[src/rtl/sync_fifo_param.sv]
// Single-clock parameterised FIFO with wrap-bit pointers, level flags and
// registered overflow/underflow pulses. FWFT selects registered or fall-through read data.
module sync_fifo_param #(
  parameter int DATA_WIDTH = 8,
  parameter int DEPTH      = 16,
  parameter int PTR_WIDTH  = $clog2(DEPTH),
  parameter int AF_LEVEL   = DEPTH - 2,
  parameter int AE_LEVEL   = 2,
  parameter int FWFT       = 0
) (
  input  logic                  clk,
  input  logic                  rst,
  input  logic                  wt_en,
  input  logic [DATA_WIDTH-1:0] wdata,
  input  logic                  rd_en,
  input  logic                  flush,
  output logic [DATA_WIDTH-1:0] rdata,
  output logic                  full,
  output logic                  empty,
  output logic                  almost_full,
  output logic                  almost_empty,
  output logic [PTR_WIDTH:0]    count,
  output logic                  overflow,
  output logic                  underflow
);

  generate
    if (AE_LEVEL < 0 || AE_LEVEL >= AF_LEVEL || AF_LEVEL > DEPTH) begin : g_bad_levels
      $error("sync_fifo_param: need 0 <= AE_LEVEL < AF_LEVEL <= DEPTH");
    end
    if (DEPTH < 4 || (DEPTH & (DEPTH - 1)) != 0) begin : g_bad_depth
      $error("sync_fifo_param: DEPTH must be a power of 2 and >= 4");
    end
    if (PTR_WIDTH != $clog2(DEPTH)) begin : g_bad_ptr
      $error("sync_fifo_param: PTR_WIDTH must equal clog2(DEPTH)");
    end
  endgenerate

  localparam logic [PTR_WIDTH:0] PTR_ONE = {{PTR_WIDTH{1'b0}}, 1'b1};
  localparam logic [PTR_WIDTH:0] AF_CNT  = (PTR_WIDTH + 1)'(AF_LEVEL);
  localparam logic [PTR_WIDTH:0] AE_CNT  = (PTR_WIDTH + 1)'(AE_LEVEL);

  logic [DATA_WIDTH-1:0] mem [DEPTH];
  logic [PTR_WIDTH:0]    wr_ptr;
  logic [PTR_WIDTH:0]    rd_ptr;
  logic [PTR_WIDTH-1:0]  wr_addr;
  logic [PTR_WIDTH-1:0]  rd_addr;
  logic                  wr_acc;
  logic                  rd_acc;

  assign wr_addr = wr_ptr[PTR_WIDTH-1:0];
  assign rd_addr = rd_ptr[PTR_WIDTH-1:0];

  // Flags come from the pre-edge pointers, so same-cycle ops never unblock each other.
  assign empty        = (wr_ptr == rd_ptr);
  assign full         = (wr_ptr[PTR_WIDTH] != rd_ptr[PTR_WIDTH]) && (wr_addr == rd_addr);
  assign count        = wr_ptr - rd_ptr;
  assign almost_full  = (count >= AF_CNT);
  assign almost_empty = (count <= AE_CNT);

  assign wr_acc = wt_en & ~full  & ~flush;
  assign rd_acc = rd_en & ~empty & ~flush;

  always_ff @(posedge clk) begin
    if (rst) begin
      wr_ptr    <= '0;
      rd_ptr    <= '0;
      overflow  <= 1'b0;
      underflow <= 1'b0;
    end else begin
      overflow  <= wt_en & full  & ~flush;
      underflow <= rd_en & empty & ~flush;
      if (flush) begin
        wr_ptr <= '0;
        rd_ptr <= '0;
      end else begin
        if (wr_acc) wr_ptr <= wr_ptr + PTR_ONE;
        if (rd_acc) rd_ptr <= rd_ptr + PTR_ONE;
      end
    end
  end

  // Storage is never reset; a reset cycle simply blocks the write.
  always_ff @(posedge clk) begin
    if (wr_acc && !rst) mem[wr_addr] <= wdata;
  end

  generate
    if (FWFT == 0) begin : g_reg_read
      logic [DATA_WIDTH-1:0] rdata_q;
      always_ff @(posedge clk) begin
        if (rst)         rdata_q <= '0;
        else if (rd_acc) rdata_q <= mem[rd_addr];
      end
      assign rdata = rdata_q;
    end else begin : g_fwft_read
      assign rdata = empty ? '0 : mem[rd_addr];
    end
  endgenerate

endmodule

[config.mk]
export PLATFORM = sky130hd
export DESIGN_NAME = sync_fifo_param
export DESIGN_NICKNAME = d
export VERILOG_FILES = /design/src/rtl/sync_fifo_param.sv
export SDC_FILE = /design/constraint.sdc
export NUM_CORES = 1
export LEC_CHECK = 0
export ABC_AREA = 1
export BUFFER_PORTS_ARGS = -buffer_cell sky130_fd_sc_hd__buf_2
export CAP_MARGIN = 0
export CORE_ASPECT_RATIO = 1.25
export CORE_MARGIN = 5
export CORE_UTILIZATION = 40
export CTS_BUF_LIST = sky130_fd_sc_hd__clkbuf_2 sky130_fd_sc_hd__clkbuf_4 sky130_fd_sc_hd__clkbuf_8
export DETAILED_ROUTE_END_ITERATION = 10
export GPL_TIMING_DRIVEN = 1
export SYNTH_ARGS = -nofsm -noshare
export SYNTH_HDL_FRONTEND = slang
export SYNTH_SLANG_ARGS = --single-unit
[constraint.sdc]
create_clock -name clk -period 3.1 [get_ports clk]
set_input_delay 0.465 -clock clk [delete_from_list [all_inputs] [get_ports clk]]
set_output_delay 0.465 -clock clk [all_outputs]
set_load 0.02 [all_outputs]
==> results.toml, run 1 <==
[outcome]
outcome = "finished, final reports clean"

[yosys]
syn_nets = 685
synth_seq_cells = 148
synth.distinct_cells = 21
avgSynthCellArea_um2 = 9.91
synth_xor_area_share_pct = 1.33
ys_seq_area_share_pct = 64.7
syn_area_mm2 = 0.00656
synth_cells = 662
synthAdderAreaFrac_pct = 2.02
muxShareOfSynthArea_pct = 0
ys_warn_count = 0
synthSimpleGateAreaFrac_pct = 23.0
synth-compound-area-share_pct = 1.72
synth_top_family_by_area = "simple AND/OR/NAND/NOR gates"

[clock_tree]
clock_latency_ps = 450
cts_setup_buffers = 0
clk_pin_slew_ps = 90
h-tree-depth = 4
cts_resized = 0
postCtsHoldBufs = 0
cts_made_buffers = 17
cts_sinks = 148
tritoncts = "built"
root_buffer = "clkbuf_8"
cts_buffer_depth = 2

[setup_path]
critPathLaunchType = "register"
arrival_ps = 2260
rr_worst_depth = 9
crit_fanout = 33
crit_slowest_cell = "fa_1"
critPathCaptureType = "output pin"
cp.required_ps = 2630
cp_cell_sequence = "inv_2 -> buf_4 -> fa_1 -> nand3_1 -> nand2_1 -> xor2_1 -> o21bai_1 -> buf_2"
worst_path_largest_cell_delay_ps = 460
critPathKind = "reg2out"

[flow_run]
cap_violations = 0

[die]
die_w_um = 125
fp.dieArea_mm2 = 0.0191
num_rows = 52
pin_count = 32
core_region_area_mm2 = 0.0161
die_h_um = 153
initial_core_util_pct = 40.7

[detailed_routing]
wl_um = 15400
vias = 4475
vias_per_cell = 4.81
wl_per_cell_um = 16.5
drt_iter0_drc = 413
dr.pass1.iters = 5
antenna_left = 0
remaining_drc_errors = 0

[cells_and_area]
layout_common_cells = "252 x nand2_1, 128 x edfxtp_1, 78 x nand3_1"
drive_gt1_share_pct = 12.3
nNetsFinal = 725
fin_cells = 931
n_antenna_cell = 0
layout_commonest_cell = "nand2_1"
syn_to_final_growth_pct = 11.9

[sta]
min_period_ps = 2720
max_clock_freq_ghz = 0.367
slew_viol_final = 0
setup_ws_ps = 377
post-route-period-util_pct = 87.8
tightest_slew_ps = 732
finalSetupViolations = 0
setup_tns_ps = 0
maxSlewHeadroom_pct = 51.2
finalHoldViolations = 0
rsz0062_at_grt = "no"
clock-skew-final_ps = 13.4

[placement]
port_buffers = 31
gp_congestion = 0.881
dpl_worst_slack_ps = 418
place_inst = 899
dp_hpwl_um = 10200

[hold_path]
hp-class = "in2reg"
worstHoldPathCells = 3

[global_route]
grt_pass1_wl_um = 24000
grt_pass1_vias = 4384
grt_overflow = 0
grt_usage_pct = 16.4
grt_max_degree = 68
antenna_found_initial = 0

[pwr]
power.density_mw_per_mm2 = 522
vdd_drop_max_mv = 0.254
p_leak_nw = 3.09
[cells in the mapped netlist]
| cell type | number | area [um2] |
|---|---|---|
| a21oi_1 | 21 | 105 |
| buf_2 | 12 | 60.1 |
| buf_4 | 6 | 45.0 |
| buf_6 | 6 | 67.6 |
| clkbuf_1 | 2 | 7.51 |
| clkinv_1 | 3 | 11.3 |
| dfxtp_1 | 20 | 400 |
| edfxtp_1 | 128 | 3840 |
| fa_1 | 1 | 20.0 |
| ha_1 | 9 | 113 |
| inv_1 | 73 | 274 |
| inv_2 | 2 | 7.51 |
| nand2_1 | 252 | 946 |
| nand2_2 | 5 | 31.3 |
| nand3_1 | 78 | 390 |
| nand3_2 | 2 | 20.0 |
| nor2_1 | 30 | 113 |
| nor2_4 | 1 | 11.3 |
| o21bai_1 | 1 | 7.51 |
| xnor2_1 | 1 | 8.76 |
| xor2_1 | 9 | 78.8 |
[cells by family (layout without fill, tap and decap cells)]
family / Yosys count / after routing
xor+xnor: 10 / 10
buf+inv: 104 / 157
flops: 148 / 148
compound gates: 22 / 22
simple gates: 368 / 368
fa+ha+maj: 10 / 10
[worst max-delay path, delay by kind of cell (launching register included)]
family          cells  cell delay [ps]
flops               1              360
buf+inv             3              470
fa+ha+maj           1              460
xor+xnor            1              200
compound gates      1              140
simple gates        2              170
[worst paths after layout]
check                         start                     end  slack (ps)
max          rd_ptr[1]$_SDFFE_PP0P_             almost_full         380
min                           rd_en    underflow$_SDFF_PP0_         250
max reg2reg  rd_ptr[2]$_SDFFE_PP0P_     mem[7][4]$_DFFE_PP_         390
min reg2reg  rd_ptr[3]$_SDFFE_PP0P_  rd_ptr[3]$_SDFFE_PP0P_         490
[flip-flops by register name, summed over array words and instances (netlist names)]
name / flops
rdata: 8
mem: 128
wr_ptr: 5
underflow: 1
rd_ptr: 5
overflow: 1
[stage by stage]
stage | instance area, um2 | utilization [%] | total power, mW | hold slack [ps]
2_1_floorplan | 6560 | - | 2.25 | 457
6_report | 7340 | 45.5 | 3.83 | 248
5_1_grt | 7340 | 45.5 | 3.96 | 236
3_3_place_gp | 6930 | 42.9 | 2.31 | 471
4_1_cts | 7340 | 45.5 | 3.86 | 232
3_5_place_dp | 6930 | 42.9 | 2.31 | 480
[layout make-up]
| type | instances | area, um2 |
|---|---|---|
| fillers | 1578 | 8790 |
| flip-flops and latches | 148 | 4250 |
| multi-input cells | 410 | 1840 |
| inverters | 78 | 293 |
| repair buffers | 47 | 275 |
| well taps | 216 | 270 |
| clock buffers | 17 | 234 |
| clock inverters | 15 | 181 |
[metal layers]
metal	track usage (%)	wire [um]	up-vias
li1	-	-	2215
met1	21.2	6620	2102
met2	26.4	7480	130
met3	3.39	802	28
met4	8.20	482	0
met5	0	0	-
[power by group]
part | leakage, nW | internal [mW] | total, mW | switching (mW)
clock | 0.204 | 0.803 | 1.57 | 0.764
combinational | 1.57 | 0.0208 | 0.0965 | 0.0757
sequential | 1.31 | 2.16 | 2.17 | 0.00366
Note: power is estimated with default switching activity, not from simulation.
==> run 2, diff against run 1 <==
Settings changed: CELL_PAD_IN_SITES_DETAIL_PLACEMENT set to 0, CELL_PAD_IN_SITES_GLOBAL_PLACEMENT set to 1, PLACE_DENSITY_LB_ADDON set to 0.1.
==> results.toml, run 2 (synthesis results as in run 1) <==
[outcome]
outcome = "finished, final reports clean"

[setup_path]
crit_fanout = 33
crit_slowest_cell = "fa_1"
r2r-start = "wr_ptr[0]$_SDFFE_PP0P_"
critPathKind = "reg2out"
crit_family = "adder cells"
cp.required_ps = 2630
cp_cell_sequence = "inv_2 -> buf_4 -> fa_1 -> nand3_1 -> nand2_1 -> xor2_1 -> o21bai_1 -> buf_2"
r2r-end = "mem[2][2]$_DFFE_PP_"
arrival_ps = 2280
path_buf_inv = 3
rr_worst_depth = 9
r2r_setup_slack_ps = 500
critPathCaptureType = "output pin"
worst_path_largest_cell_delay_ps = 480
critPathLaunchType = "register"

[flow_run]
cap_violations = 0

[hold_path]
worstHoldPathCells = 3
holdCritStartpoint = "rd_en"
hp-class = "in2reg"
holdPathEnd = "underflow$_SDFF_PP0_"

[placement]
gp_congestion = 0.813
placed_area_mm2 = 0.00690
port_buffers = 31
dp_hpwl_um = 10500
place_inst = 895
dpl_worst_slack_ps = 479

[clock_tree]
cts_sinks = 148
cts_resized = 0
root_buffer = "clkbuf_8"
cts_setup_buffers = 0
clock_latency_ps = 450
clk_pin_slew_ps = 80
tritoncts = "built"
cts_buffer_depth = 2
h-tree-depth = 4
cts_made_buffers = 17
postCtsHoldBufs = 0

[die]
pin_count = 32
fp.dieArea_mm2 = 0.0191
num_rows = 52
core_region_area_mm2 = 0.0161
die_w_um = 125
die_h_um = 153
initial_core_util_pct = 40.7

[sta]
setup_tns_ps = 0
whs_ps = 257
tightest_slew_ps = 738
maxSlewHeadroom_pct = 50.8
max_clock_freq_ghz = 0.365
slew_viol_final = 0
rsz0062_at_grt = "no"
setup_ws_ps = 358
finalHoldViolations = 0
finalSetupViolations = 0
clock-skew-final_ps = 17.8
post-route-period-util_pct = 88.4
min_period_ps = 2740

[cells_and_area]
layout_commonest_cell = "nand2_1"
nFillCells = 1643
layout_common_cells = "252 x nand2_1, 128 x edfxtp_1, 78 x nand3_1"
fin_cells = 927
n_antenna_cell = 0
nNetsFinal = 721
syn_to_final_growth_pct = 11.4
drive_gt1_share_pct = 12.1
final_core_util_pct = 45.3
top_register = "mem"
fin_area_mm2 = 0.00731
largest_reg_flops = 128

[detailed_routing]
vias_per_cell = 4.73
antenna_left = 0
vias = 4383
wl_um = 15400
wl_per_cell_um = 16.6
drt_iter0_drc = 248
dr.pass1.iters = 4
remaining_drc_errors = 0

[global_route]
grt_pass1_vias = 4381
grt_overflow = 0
grt_max_degree = 69
grt_usage_pct = 16.9
antenna_found_initial = 0
grt_pass1_wl_um = 24400

[pwr]
p_total_mw = 3.78
vdd_drop_max_mv = 0.265
p_leak_nw = 3.06
power.density_mw_per_mm2 = 518
-- run 2: cell count changes in the layout (fill, tap and decap cells not counted) --
cell | previous run | this run
buf_4 | 16 | 12
clkinv_2 | 1 | 0
clkbuf_8 | 17 | 19
clkinvlp_4 | 2 | 4
inv_8 | 1 | 0
bufinv_16 | 3 | 2
clkinv_1 | 5 | 3
clkinv_4 | 4 | 1
clkbuf_4 | 0 | 1
inv_6 | 2 | 5
-- run 2: worst reg2reg max path, cell delays in order (launching register included) --
cell	delay [ps]
dfxtp_1	410
inv_1	120
ha_1	330
nand2_1	70
nor2_1	60
nand3_1	120
nand3_2	200
nor2_4	210
nand2_2	140
nor2_1	580
-- run 2: how the worst max path moves through the flow --
stage / start / endpoint / slack (ps) / depth (start not counted)
2_1_floorplan: rd_ptr[1]$_SDFFE_PP0P_ / almost_full / 620 / 7
3_3_place_gp: wr_ptr[0]$_SDFFE_PP0P_ / mem[2][4]$_DFFE_PP_ / 610 / 9
3_5_place_dp: wr_ptr[0]$_SDFFE_PP0P_ / mem[2][4]$_DFFE_PP_ / 480 / 9
4_1_cts: rd_ptr[1]$_SDFFE_PP0P_ / almost_full / 300 / 8
5_1_grt: rd_ptr[1]$_SDFFE_PP0P_ / almost_full / 160 / 8
6_report: rd_ptr[1]$_SDFFE_PP0P_ / almost_full / 360 / 8
-- run 2: report_power, final --
part           internal, mW  switching (mW)  leakage (nW)
registers              2.16         0.00266          1.31
clock network         0.780           0.736         0.197
logic                0.0215          0.0783          1.55
-- run 2: routing by layer --
layer | routed length (um) | global-route usage (%)
met5 | 0 | 0
met4 | 252 | 5.27
met3 | 598 | 3.56
met2 | 7740 | 29.0
met1 | 6810 | 21.3
-- run 2: area by class of cell --
type / count / area [um2] / share of cell area [%]
Multi-Input combinational cell: 410 / 1840 / 25.2
Sequential cell: 148 / 4250 / 58.1
Timing Repair Buffer: 43 / 245 / 3.36
Inverter: 78 / 293 / 4.01
Clock inverter: 12 / 143 / 1.95
Tap cell: 216 / 270 / 3.70
Clock buffer: 20 / 269 / 3.68
==> run 3, diff against run 2 <==
--- a/config.mk
+++ b/config.mk
@@ -7,3 +7,2 @@
 export LEC_CHECK = 0
-export ABC_AREA = 1
 export BUFFER_PORTS_ARGS = -buffer_cell sky130_fd_sc_hd__buf_2
@@ -13,3 +12,2 @@
 export CORE_ASPECT_RATIO = 1.25
-export CORE_MARGIN = 5
 export CORE_UTILIZATION = 40
==> constraint.sdc (replaced) <==
create_clock -name clk -period 3.1 [get_ports clk]
set_input_delay 0.31 -clock clk [delete_from_list [all_inputs] [get_ports clk]]
set_output_delay 0.31 -clock clk [all_outputs]
set_load 0.02 [all_outputs]
==> results.toml, run 3 <==
[outcome]
outcome = "finished, violations left"
violations = "design-rule violations"

[yosys]
synth_seq_cells = 148
synth_commonest_cells = "128 x edfxtp_1, 34 x mux2i_1, 34 x nor2_1, 20 x dfxtp_1"
async_reset_ff_share_pct = 0
avgSynthCellArea_um2 = 16.5
ys_seq_area_share_pct = 70.3
syn_nets = 389
synth.distinct_cells = 43
synth_most_common_cell = "edfxtp_1"
synth_area_leaders = "edfxtp_1 64%, dfxtp_1 6.6%, mux4_2 6.0%"
syn_area_mm2 = 0.00604
yosysTopAreaCell = "edfxtp_1"
synth_edf_count = 128
synth_flop_cell = "edfxtp_1"
ys_warn_count = 0
synth_cells = 366
yosysTopAreaCellShare_pct = 63.7

[pwr]
p_leak_nw = 2.20
p_comb_share_pct = 3.6
internal-power_mw = 3.03
vdd_drop_max_mv = 0.345
clkPwrFrac_pct = 40.3
p_sw_mw = 0.846
pwr-share-seq_pct = 56.1
swShare_pct = 21.8
power.density_mw_per_mm2 = 562

[cells_and_area]
largest_reg_flops = 128
top_register = "mem"
final_core_util_pct = 47.2
layout_commonest_cell = "edfxtp_1"
seqCellArea_mm2 = 0.00425
fin_cells = 611
nFillCells = 1279
n_antenna_cell = 0
layout_common_cells = "128 x edfxtp_1, 34 x nor2_1, 34 x mux2i_1"
drive_gt1_share_pct = 24.9
nNetsFinal = 443
multi_input_area_mm2 = 0.00164
syn_to_final_growth_pct = 14.1

[setup_path]
r2r-start = "rd_ptr[3]$_SDFFE_PP0P_"
rr_worst_depth = 7
cp_common_cell = "inv_1"
crit_slowest_cell = "fa_1"
critPathKind = "reg2out"
cp_cell_sequence = "inv_1 -> ha_1 -> inv_1 -> fa_1 -> a21o_1 -> a21oi_1 -> xnor2_1 -> a211oi_1 -> buf_2"
worst_path_largest_cell_delay_ps = 400
critPathLaunchType = "register"
arrival_ps = 2510
cp.required_ps = 2790
crit_fanout = 4
critPathCaptureType = "output pin"
crit_path_start = "wr_ptr[0]$_SDFFE_PP0P_"

[die]
fp.dieArea_mm2 = 0.0156
initial_core_util_pct = 41.4
num_rows = 49
pin_count = 32
die_h_um = 139
die_w_um = 112
core_region_area_mm2 = 0.0146

[global_route]
antenna_found_initial = 0
grt_util_met2_pct = 30.2
grt-busiest-layer = "met2"
grt_usage_pct = 18.0
met1_usage_pct = 21.9
grt_overflow = 0
met3_usage_pct = 3.96
grt_max_degree = 29
grt_pass1_vias = 3377
grt_pass1_wl_um = 19900

[sta]
finalHoldViolations = 0
min_period_ps = 2820
post-route-period-util_pct = 90.9
maxSlewHeadroom_pct = 54.9
clock-skew-final_ps = 9.51
tightest_slew_ps = 659
slew_viol_final = 0
finalSetupViolations = 0
rsz0062_at_grt = "no"
whs_ps = 195
setup_ws_ps = 281
max_clock_freq_ghz = 0.355

[flow_run]
cap_violations = 0

[clock_tree]
cts_setup_buffers = 0
tritoncts = "built"
clock_latency_ps = 450
cts_resized = 0
cts_made_buffers = 17
root_buffer = "clkbuf_8"
clk_pin_slew_ps = 80
cts_sinks = 148
h-tree-depth = 4
postCtsHoldBufs = 0
cts_buffer_depth = 2

[placement]
port_buffers = 31
dpl_worst_slack_ps = 444
gp_congestion = 0.788
place_inst = 579
dp_hpwl_um = 9120

[hold_path]
hp-class = "in2reg"
worstHoldPathCells = 2
holdCritStartpoint = "rst"

[detailed_routing]
wl_um = 13000
wl_per_cell_um = 21.3
dr.pass1.iters = 7
antenna_left = 0
vias = 3295
drt_iter0_drc = 206
vias_per_cell = 5.39
remaining_drc_errors = 4
-- run 3: final timing paths --
kind / end / slack [ps]
worst max-delay path: almost_empty / 280
worst max register to register: mem[2][5]$_DFFE_PP_ / 410
worst min register to register: rdata[0]$_SDFFE_PP0P_ / 490
worst min-delay path: rdata[3]$_SDFFE_PP0P_ / 190
-- run 3: worst max-delay path: cells and delay by family (launching register included) --
kind,cells,cell delay [ps]
AO/OA/AOI/OAI,3,600
adder cells (fa/ha/maj),2,590
buffers and inverters,3,390
flip-flops,1,350
XOR/XNOR,1,130
-- run 3: cells by family (layout without fill, tap and decap cells) --
kind of cell / Yosys count / in the layout / synth area share [%]
simple gates: 69 / 69 / 5.33
xor+xnor: 11 / 11 / 1.72
buf+inv: 28 / 95 / 2.47
mux: 50 / 50 / 11.6
flops: 148 / 148 / 70.3
compound gates: 50 / 50 / 6.36
fa+ha+maj: 10 / 10 / 2.20
-- run 3: routing by layer --
| layer | wire [um] | vias to the layer above | part of all wire (%) |
|---|---|---|---|
| met3 | 424 | 24 | 3.3 |
| li1 | - | 1542 | - |
| met5 | 0 | - | 0 |
| met2 | 6630 | 72 | 51 |
| met4 | 348 | 0 | 2.7 |
| met1 | 5610 | 1657 | 43 |
-- run 3: power groups by stage --
| stage | registers, mW | logic [mW] | clock network [mW] |
|---|---|---|---|
| 2_1_floorplan | 2.22 | 0.0706 | 0 |
| 3_3_place_gp | 2.22 | 0.142 | 0 |
| 3_5_place_dp | 2.22 | 0.143 | 0 |
| 4_1_cts | 2.17 | 0.143 | 1.60 |
| 5_1_grt | 2.17 | 0.152 | 1.67 |
| 6_report | 2.17 | 0.139 | 1.56 |
-- run 3: layout make-up --
cell class	count	share of cell area [%]
Timing Repair Buffer	53	4.65
Sequential cell	148	61.6
Clock inverter	14	2.58
Tap cell	178	3.23
Multi-Input combinational cell	190	23.9
Clock buffer	18	3.51
Inverter	10	0.545
-- run 3: through the flow --
stage / power, mW / instance area (um2) / setup TNS [ps]
floorplan: 2.29 / 6040 / -280
global placement: 2.36 / 6470 / 0
detailed placement: 2.36 / 6470 / 0
CTS: 3.91 / 6890 / 0
global route: 4.00 / 6890 / 0
finish: 3.87 / 6890 / 0
